--- src/rtl/aer_pkg.sv ---
// ---------------------------------------------------------------------------
// aer_pkg
// Shared types and constants for the AER reset generator.
//   rst_mode_e   : per-channel source select (RF passthrough, periodic timer,
//                  triggered one-shot, forced reset)
//   rst_state_e  : per-channel timer FSM state
//   RST_TMR_WIDTH: default width of the interval counter / threshold
//   RST_PW_WIDTH : width of the shared pulse_width field
// ---------------------------------------------------------------------------
package aer_pkg;

  localparam int RST_TMR_WIDTH = 16;
  localparam int RST_PW_WIDTH  = 4;

  typedef enum logic [1:0] {
    MODE_RF       = 2'b00,
    MODE_PERIODIC = 2'b01,
    MODE_ONESHOT  = 2'b10,
    MODE_FORCE    = 2'b11
  } rst_mode_e;

  typedef enum logic [1:0] {
    RST_IDLE  = 2'b00,
    RST_COUNT = 2'b01,
    RST_PULSE = 2'b10
  } rst_state_e;

endpackage

--- src/rtl/aer_reset_chan.sv ---
// ---------------------------------------------------------------------------
// aer_reset_chan
// One AER reset channel: mode register, IDLE/COUNT/PULSE timer FSM, interval
// and pulse counters, and the registered active-low reset output.
// Optional feature macro: AER_RST_PULSE_CNT_EN (adds a saturating pulse counter).
// Ports:
//   clk, rst_n        clock, asynchronous active-low reset
//   enable            count enable (COUNT state only; PULSE ignores it)
//   mode              source select (rst_mode_e)
//   rf_aer_rst_n      regfile reset value used in MODE_RF
//   trigger           one-shot start request, sampled in IDLE
//   threshold         interval threshold
//   pulse_width       pulse length minus one, latched on PULSE entry
//   pulse_cnt_clr     (macro only) clear pulse counter
//   pulse_cnt         (macro only) saturating count of PULSE entries
//   rst_out_n         registered active-low reset output
//   busy              FSM not in IDLE
// ---------------------------------------------------------------------------
module aer_reset_chan
  import aer_pkg::*;
#(
  parameter int CNT_WIDTH = RST_TMR_WIDTH,
  parameter int PW_WIDTH  = RST_PW_WIDTH
) (
  input  logic                 clk,
  input  logic                 rst_n,
  input  logic                 enable,
  input  rst_mode_e            mode,
  input  logic                 rf_aer_rst_n,
  input  logic                 trigger,
  input  logic [CNT_WIDTH-1:0] threshold,
  input  logic [PW_WIDTH-1:0]  pulse_width,
`ifdef AER_RST_PULSE_CNT_EN
  input  logic                 pulse_cnt_clr,
  output logic [7:0]           pulse_cnt,
`endif
  output logic                 rst_out_n,
  output logic                 busy
);

  rst_state_e           state_q, state_d;
  rst_mode_e            mode_q, mode_d;
  logic [CNT_WIDTH-1:0] cnt_q, cnt_d;
  logic [PW_WIDTH-1:0]  pw_q, pw_d;
  logic [PW_WIDTH-1:0]  pw_cnt_q, pw_cnt_d;
  logic                 out_q, out_d;

  always_comb begin
    state_d  = state_q;
    cnt_d    = cnt_q;
    pw_d     = pw_q;
    pw_cnt_d = pw_cnt_q;
    mode_d   = mode;

    if (mode != mode_q) begin
      // Mode change aborts whatever was in flight, including a pulse.
      state_d  = RST_IDLE;
      cnt_d    = '0;
      pw_cnt_d = '0;
    end else if (mode == MODE_PERIODIC || mode == MODE_ONESHOT) begin
      case (state_q)
        RST_IDLE: begin
          if (mode == MODE_PERIODIC || trigger) begin
            state_d = RST_COUNT;
            cnt_d   = '0;
          end
        end
        RST_COUNT: begin
          if (enable) begin
            // >= so a threshold lowered below cnt fires at once; also
            // guarantees cnt never wraps.
            if (cnt_q >= threshold) begin
              state_d  = RST_PULSE;
              cnt_d    = '0;
              pw_d     = pulse_width;
              pw_cnt_d = '0;
            end else begin
              cnt_d = cnt_q + 1'b1;
            end
          end
        end
        RST_PULSE: begin
          if (pw_cnt_q == pw_q) begin
            pw_cnt_d = '0;
            if (mode == MODE_PERIODIC) begin
              state_d = RST_COUNT;
              cnt_d   = '0;
            end else begin
              state_d = RST_IDLE;
            end
          end else begin
            pw_cnt_d = pw_cnt_q + 1'b1;
          end
        end
        default: state_d = RST_IDLE;
      endcase
    end else begin
      state_d = RST_IDLE;
    end

    // Output is decided from the new mode and next state, then registered.
    case (mode)
      MODE_RF:    out_d = rf_aer_rst_n;
      MODE_FORCE: out_d = 1'b0;
      default:    out_d = (state_d != RST_PULSE);
    endcase
  end

  always_ff @(posedge clk or negedge rst_n) begin
    if (!rst_n) begin
      state_q  <= RST_IDLE;
      mode_q   <= MODE_RF;
      cnt_q    <= '0;
      pw_q     <= '0;
      pw_cnt_q <= '0;
      out_q    <= 1'b0;
    end else begin
      state_q  <= state_d;
      mode_q   <= mode_d;
      cnt_q    <= cnt_d;
      pw_q     <= pw_d;
      pw_cnt_q <= pw_cnt_d;
      out_q    <= out_d;
    end
  end

  assign rst_out_n = out_q;
  assign busy      = (state_q != RST_IDLE);

`ifdef AER_RST_PULSE_CNT_EN
  logic       pulse_entry;
  logic [7:0] pulse_cnt_q, pulse_cnt_d;

  assign pulse_entry = (state_d == RST_PULSE) && (state_q != RST_PULSE);

  always_comb begin
    pulse_cnt_d = pulse_cnt_q;
    if (pulse_cnt_clr) begin
      pulse_cnt_d = '0;
    end else if (pulse_entry && pulse_cnt_q != 8'hFF) begin
      pulse_cnt_d = pulse_cnt_q + 8'd1;
    end
  end

  always_ff @(posedge clk or negedge rst_n) begin
    if (!rst_n) begin
      pulse_cnt_q <= '0;
    end else begin
      pulse_cnt_q <= pulse_cnt_d;
    end
  end

  assign pulse_cnt = pulse_cnt_q;
`endif

endmodule

--- src/rtl/aer_reset_gen.sv ---
// ---------------------------------------------------------------------------
// aer_reset_gen
// Multi-channel AER reset generator: NUM_CH independent aer_reset_chan
// instances sharing clk, rst_n and pulse_width.
// Optional feature macro: AER_RST_PULSE_CNT_EN (pulse_cnt_clr / pulse_cnt).
// Ports:
//   clk, rst_n      clock, asynchronous active-low reset
//   enable          per-channel count enable
//   mode            per-channel mode (rst_mode_e)
//   rf_aer_rst_n    per-channel regfile reset (MODE_RF)
//   trigger         per-channel one-shot request
//   threshold       per-channel interval threshold
//   pulse_width     shared pulse length minus one
//   pulse_cnt_clr   (macro only) clear all pulse counters
//   pulse_cnt       (macro only) per-channel saturating pulse counts
//   rst_out_n       per-channel registered active-low AER reset
//   busy            per-channel FSM not idle
// ---------------------------------------------------------------------------
module aer_reset_gen
  import aer_pkg::*;
#(
  parameter int NUM_CH    = 4,
  parameter int CNT_WIDTH = RST_TMR_WIDTH,
  parameter int PW_WIDTH  = RST_PW_WIDTH
) (
  input  logic                             clk,
  input  logic                             rst_n,
  input  logic [NUM_CH-1:0]                enable,
  input  rst_mode_e [NUM_CH-1:0]           mode,
  input  logic [NUM_CH-1:0]                rf_aer_rst_n,
  input  logic [NUM_CH-1:0]                trigger,
  input  logic [NUM_CH-1:0][CNT_WIDTH-1:0] threshold,
  input  logic [PW_WIDTH-1:0]              pulse_width,
`ifdef AER_RST_PULSE_CNT_EN
  input  logic                             pulse_cnt_clr,
  output logic [NUM_CH-1:0][7:0]           pulse_cnt,
`endif
  output logic [NUM_CH-1:0]                rst_out_n,
  output logic [NUM_CH-1:0]                busy
);

  for (genvar gi = 0; gi < NUM_CH; gi++) begin : g_ch
    aer_reset_chan #(
      .CNT_WIDTH (CNT_WIDTH),
      .PW_WIDTH  (PW_WIDTH)
    ) u_chan (
      .clk          (clk),
      .rst_n        (rst_n),
      .enable       (enable[gi]),
      .mode         (mode[gi]),
      .rf_aer_rst_n (rf_aer_rst_n[gi]),
      .trigger      (trigger[gi]),
      .threshold    (threshold[gi]),
      .pulse_width  (pulse_width),
`ifdef AER_RST_PULSE_CNT_EN
      .pulse_cnt_clr(pulse_cnt_clr),
      .pulse_cnt    (pulse_cnt[gi]),
`endif
      .rst_out_n    (rst_out_n[gi]),
      .busy         (busy[gi])
    );
  end

endmodule
--- config.mk ---
export PLATFORM = sky130hd
export DESIGN_NAME = aer_reset_gen
export DESIGN_NICKNAME = d
export VERILOG_FILES = /design/src/rtl/aer_pkg.sv /design/src/rtl/aer_reset_chan.sv /design/src/rtl/aer_reset_gen.sv
export SDC_FILE = /design/constraint.sdc
export NUM_CORES = 1
export LEC_CHECK = 0
export ABC_AREA = 1
export CORE_UTILIZATION = 50
export CTS_CLUSTER_SIZE = 40
export DETAILED_ROUTE_END_ITERATION = 12
export HOLD_SLACK_MARGIN = 0.03
export PLACE_DENSITY = 0.72
export SYNTH_ARGS = -nofsm -noshare
export SYNTH_HDL_FRONTEND = slang
export SYNTH_SLANG_ARGS = --single-unit
--- constraint.sdc ---
create_clock -name clk -period 2.9 [get_ports clk]
set_input_delay 0.435 -clock clk [delete_from_list [all_inputs] [get_ports clk]]
set_output_delay 0.435 -clock clk [all_outputs]
set_load 0.01 [all_outputs]
==> impl_metrics.py <==
metrics = {
    "timing": {
        "tightest_slew_ns": 0.532,
        "fin_ws_ns": 0.640,
        "finalWorstPathRequiredPeriod_ns": 2.26,
        "fin_tns_setup_ns": 0,
        "min_period_over_period": 0.779,
        "finalSetupViolations": 0,
        "finClkSkew_ns": 0.0111,
        "drv_slew": 0,
        "relSlewSlack": 0.645,
        "finalHoldWorstSlack_ns": 0.399,
        "hold_violations": 0,
        "rsz0062_at_grt": "no",
        "clock.fmax_mhz": 442,
    },
    "clock_tree": {
        "clkSinkCount": 116,
        "path_clk_slew_ns": 0.05,
        "clockBufferDepth": 2,
        "numCtsBuffers": 17,
        "cts_tree": "done",
        "cts_root_buf": "clkbuf_16",
        "cts_resized": 0,
        "htreeDepth": 4,
        "clk_latency_ns": 0.41,
    },
    "logic_synthesis": {
        "postSynthCellCount": 1347,
        "ys.warnings.count": 0,
        "yosysTopAreaCell": "dfrtp_1",
        "synth_ff_type": "dfrtp_1",
        "netlist_area_sq_um": 9230,
        "synthTopCellsByArea": "dfrtp_1 (31%), nand2_1 (16%), ha_1 (13%)",
        "synth_seq_cells": 116,
        "synth-async-reset-ratio": 1.00,
        "yosysSeqAreaShare": 0.315,
        "syn_nets": 1533,
        "yosysUniqueCellTypes": 37,
        "synth_top_area_share": 0.315,
        "synth-edff-count": 0,
        "avgSynthCellArea_sq_um": 6.85,
    },
    "placed_design": {
        "dpl.cell_count": 1663,
        "port_buffers": 97,
        "pre_cts_ws_ns": 0.217,
        "gp_congestion": 0.921,
        "place_hpwl_um": 15200,
    },
    "pwr": {
        "p_comb_frac": 0.139,
        "p_leak_nw": 5.58,
        "peakVddDrop_mv": 0.426,
        "p_int_w": 0.00305,
        "pwr-share-clk": 0.459,
        "p_sw_frac": 0.257,
        "power_w": 0.00410,
        "seq_power_share": 0.402,
        "switchingPower_w": 0.00105,
        "powerDensity_nw_per_um2": 373,
    },
    "layout": {
        "diodes": 0,
        "final_cell_mix": "nand2_1 (388), inv_1 (208), nor2_1 (120), dfrtp_1 (116)",
        "drive_gt1_frac": 0.0580,
        "fin_nets": 1640,
        "layout_commonest_cell": "nand2_1",
        "finalNonFillerCells": 1695,
        "area_growth_pct": 19.0,
        "nFillCells": 1668,
    },
    "critical_path": {
        "cp-end-kind": "flop",
        "cp.arrival_ns": 2.60,
        "worstPathRequired_ns": 3.24,
        "reg2reg_to": "g_ch[2].u_chan.cnt_q[13]",
        "r2r_setup_slack_ns": 0.65,
        "r2r-start": "g_ch[2].u_chan.state_q[1]",
        "worstRegToRegCells": 12,
        "worstPathMaxFanout": 13,
        "crit_type": "input pin to flop",
        "cp-start-kind": "input pin",
    },
    "route": {
        "drtPass1Iterations": 5,
        "drcViolationCount": 0,
        "via_count": 8463,
        "routed_wl_um": 19900,
        "drt_iter0_drc": 459,
        "vias_per_cell": 4.99,
        "routedWlPerCell_um": 11.7,
        "ant_nets": 0,
    },
    "floorplan": {
        "core_sq_um": 18000,
        "die_h_um": 138,
        "pin_count": 98,
        "start_util": 0.512,
        "dieWidth_um": 138,
        "dieArea_sq_um": 19000,
        "fp-row-count": 49,
    },
    "global_route": {
        "antenna_found_initial": 0,
        "grt_pass1_wl_um": 33800,
        "grt_use_total": 0.221,
        "grt_overflow": 0,
        "grt_max_degree": 68,
        "grt_pass1_vias": 7734,
    },
    "worst_hold_path": {
        "hold_path.class": "input pin to async pin",
    },
    "job": {
        "maxCapViolCount": 0,
    },
    "outcome": {
        "outcome": "completed",
    },
}
-- routing by layer --
layer  share of wire  wire length [um]  track usage  up-vias
met4           0.013               268       0.0670        0
met2            0.48              9550        0.384      145
li1                -                 -            -     4473
met3           0.035               700       0.0325       23
met5               0                 0            0        -
met1            0.47              9370        0.282     3822
-- critical path: stages --
cell and delay [ns]:
clkdlybuf4s50_1 0.56, inv_1 0.06, ha_1 0.31, inv_1 0.07, a21oi_1 0.12, o211ai_1 0.11, o21ai_1 0.19, nand2_2 0.09
buf_4 0.19, nor2_1 0.18, nand2_1 0.08, nand2_1 0.06, inv_1 0.03, nor2_1 0.09
-- Yosys cell counts (all sizes together), types with 5 or more instances --
cell / count
nand2: 393
ha: 96
xnor2: 16
a21oi: 49
inv: 228
nand4: 30
clkbuf: 5
o21ai: 71
nor2: 125
o21bai: 6
dfrtp: 116
xor2: 31
nand3: 90
nor3: 55
buf: 23
-- through the flow --
step,util,area (sq um)
CTS,0.609,11000
floorplan,-,9230
global route,0.609,11000
detailed placement,0.580,10400
finish,0.609,11000
global placement,0.580,10400
-- state kept, by name (all words and copies together), names as in the netlist --
register	flops
g_ch.u_chan.mode_q	8
g_ch.u_chan.pw_q	16
g_ch.u_chan.pw_cnt_q	16
g_ch.u_chan.rst_out_n	4
g_ch.u_chan.cnt_q	64
g_ch.u_chan.state_q	8
-- kinds of logic (layout without fill, tap and decap cells) --
logic type | Yosys count | after routing | synth area share
simple gates | 700 | 700 | 0.324
buf+inv | 259 | 378 | 0.114
compound gates | 129 | 129 | 0.0724
flops | 116 | 116 | 0.315
fa+ha+maj | 96 | 96 | 0.130
xor+xnor | 47 | 47 | 0.0446
-- timing repair --
| action | CTS | global route |
|---|---|---|
| hold buffers | 1 | 0 |
| endpoints found under the setup margin | 0 | 0 |
| endpoints found under the hold margin | 9 | 0 |
| buffers inserted | 0 | 0 |
-- power groups by stage --
stage / Combinational [W] / Clock [W] / Sequential, W
floorplan: 0.000322 / 0 / 0.00167
detailed placement: 0.000572 / 0 / 0.00168
finish: 0.000570 / 0.00188 / 0.00165
global route: 0.000644 / 0.00199 / 0.00165
CTS: 0.000578 / 0.00191 / 0.00165
global placement: 0.000565 / 0 / 0.00168
-- how the worst max path moves through the flow --
stage | cells after the start | end | startpoint
2_1_floorplan | 12 | g_ch[3].u_chan.pw_cnt_q[0] | threshold[55]
4_1_cts | 14 | g_ch[0].u_chan.cnt_q[11] | mode[0]
6_report | 14 | g_ch[0].u_chan.cnt_q[11] | mode[0]
3_3_place_gp | 16 | g_ch[2].u_chan.pw_cnt_q[0] | threshold[39]
3_5_place_dp | 14 | g_ch[0].u_chan.cnt_q[11] | mode[0]
5_1_grt | 12 | g_ch[2].u_chan.cnt_q[14] | g_ch[2].u_chan.state_q[1]
-- layout make-up --
cell class / instances / area [sq um] / area share
clock inverter: 5 / 25.0 / 0.00228
inverter: 231 / 868 / 0.0791
timing repair buffer: 116 / 1130 / 0.103
clock buffer: 26 / 499 / 0.0455
multi-input combinational: 972 / 5280 / 0.480
sequential: 116 / 2900 / 0.264
tap: 229 / 287 / 0.0261
Note: power is estimated with default switching activity, not from simulation.
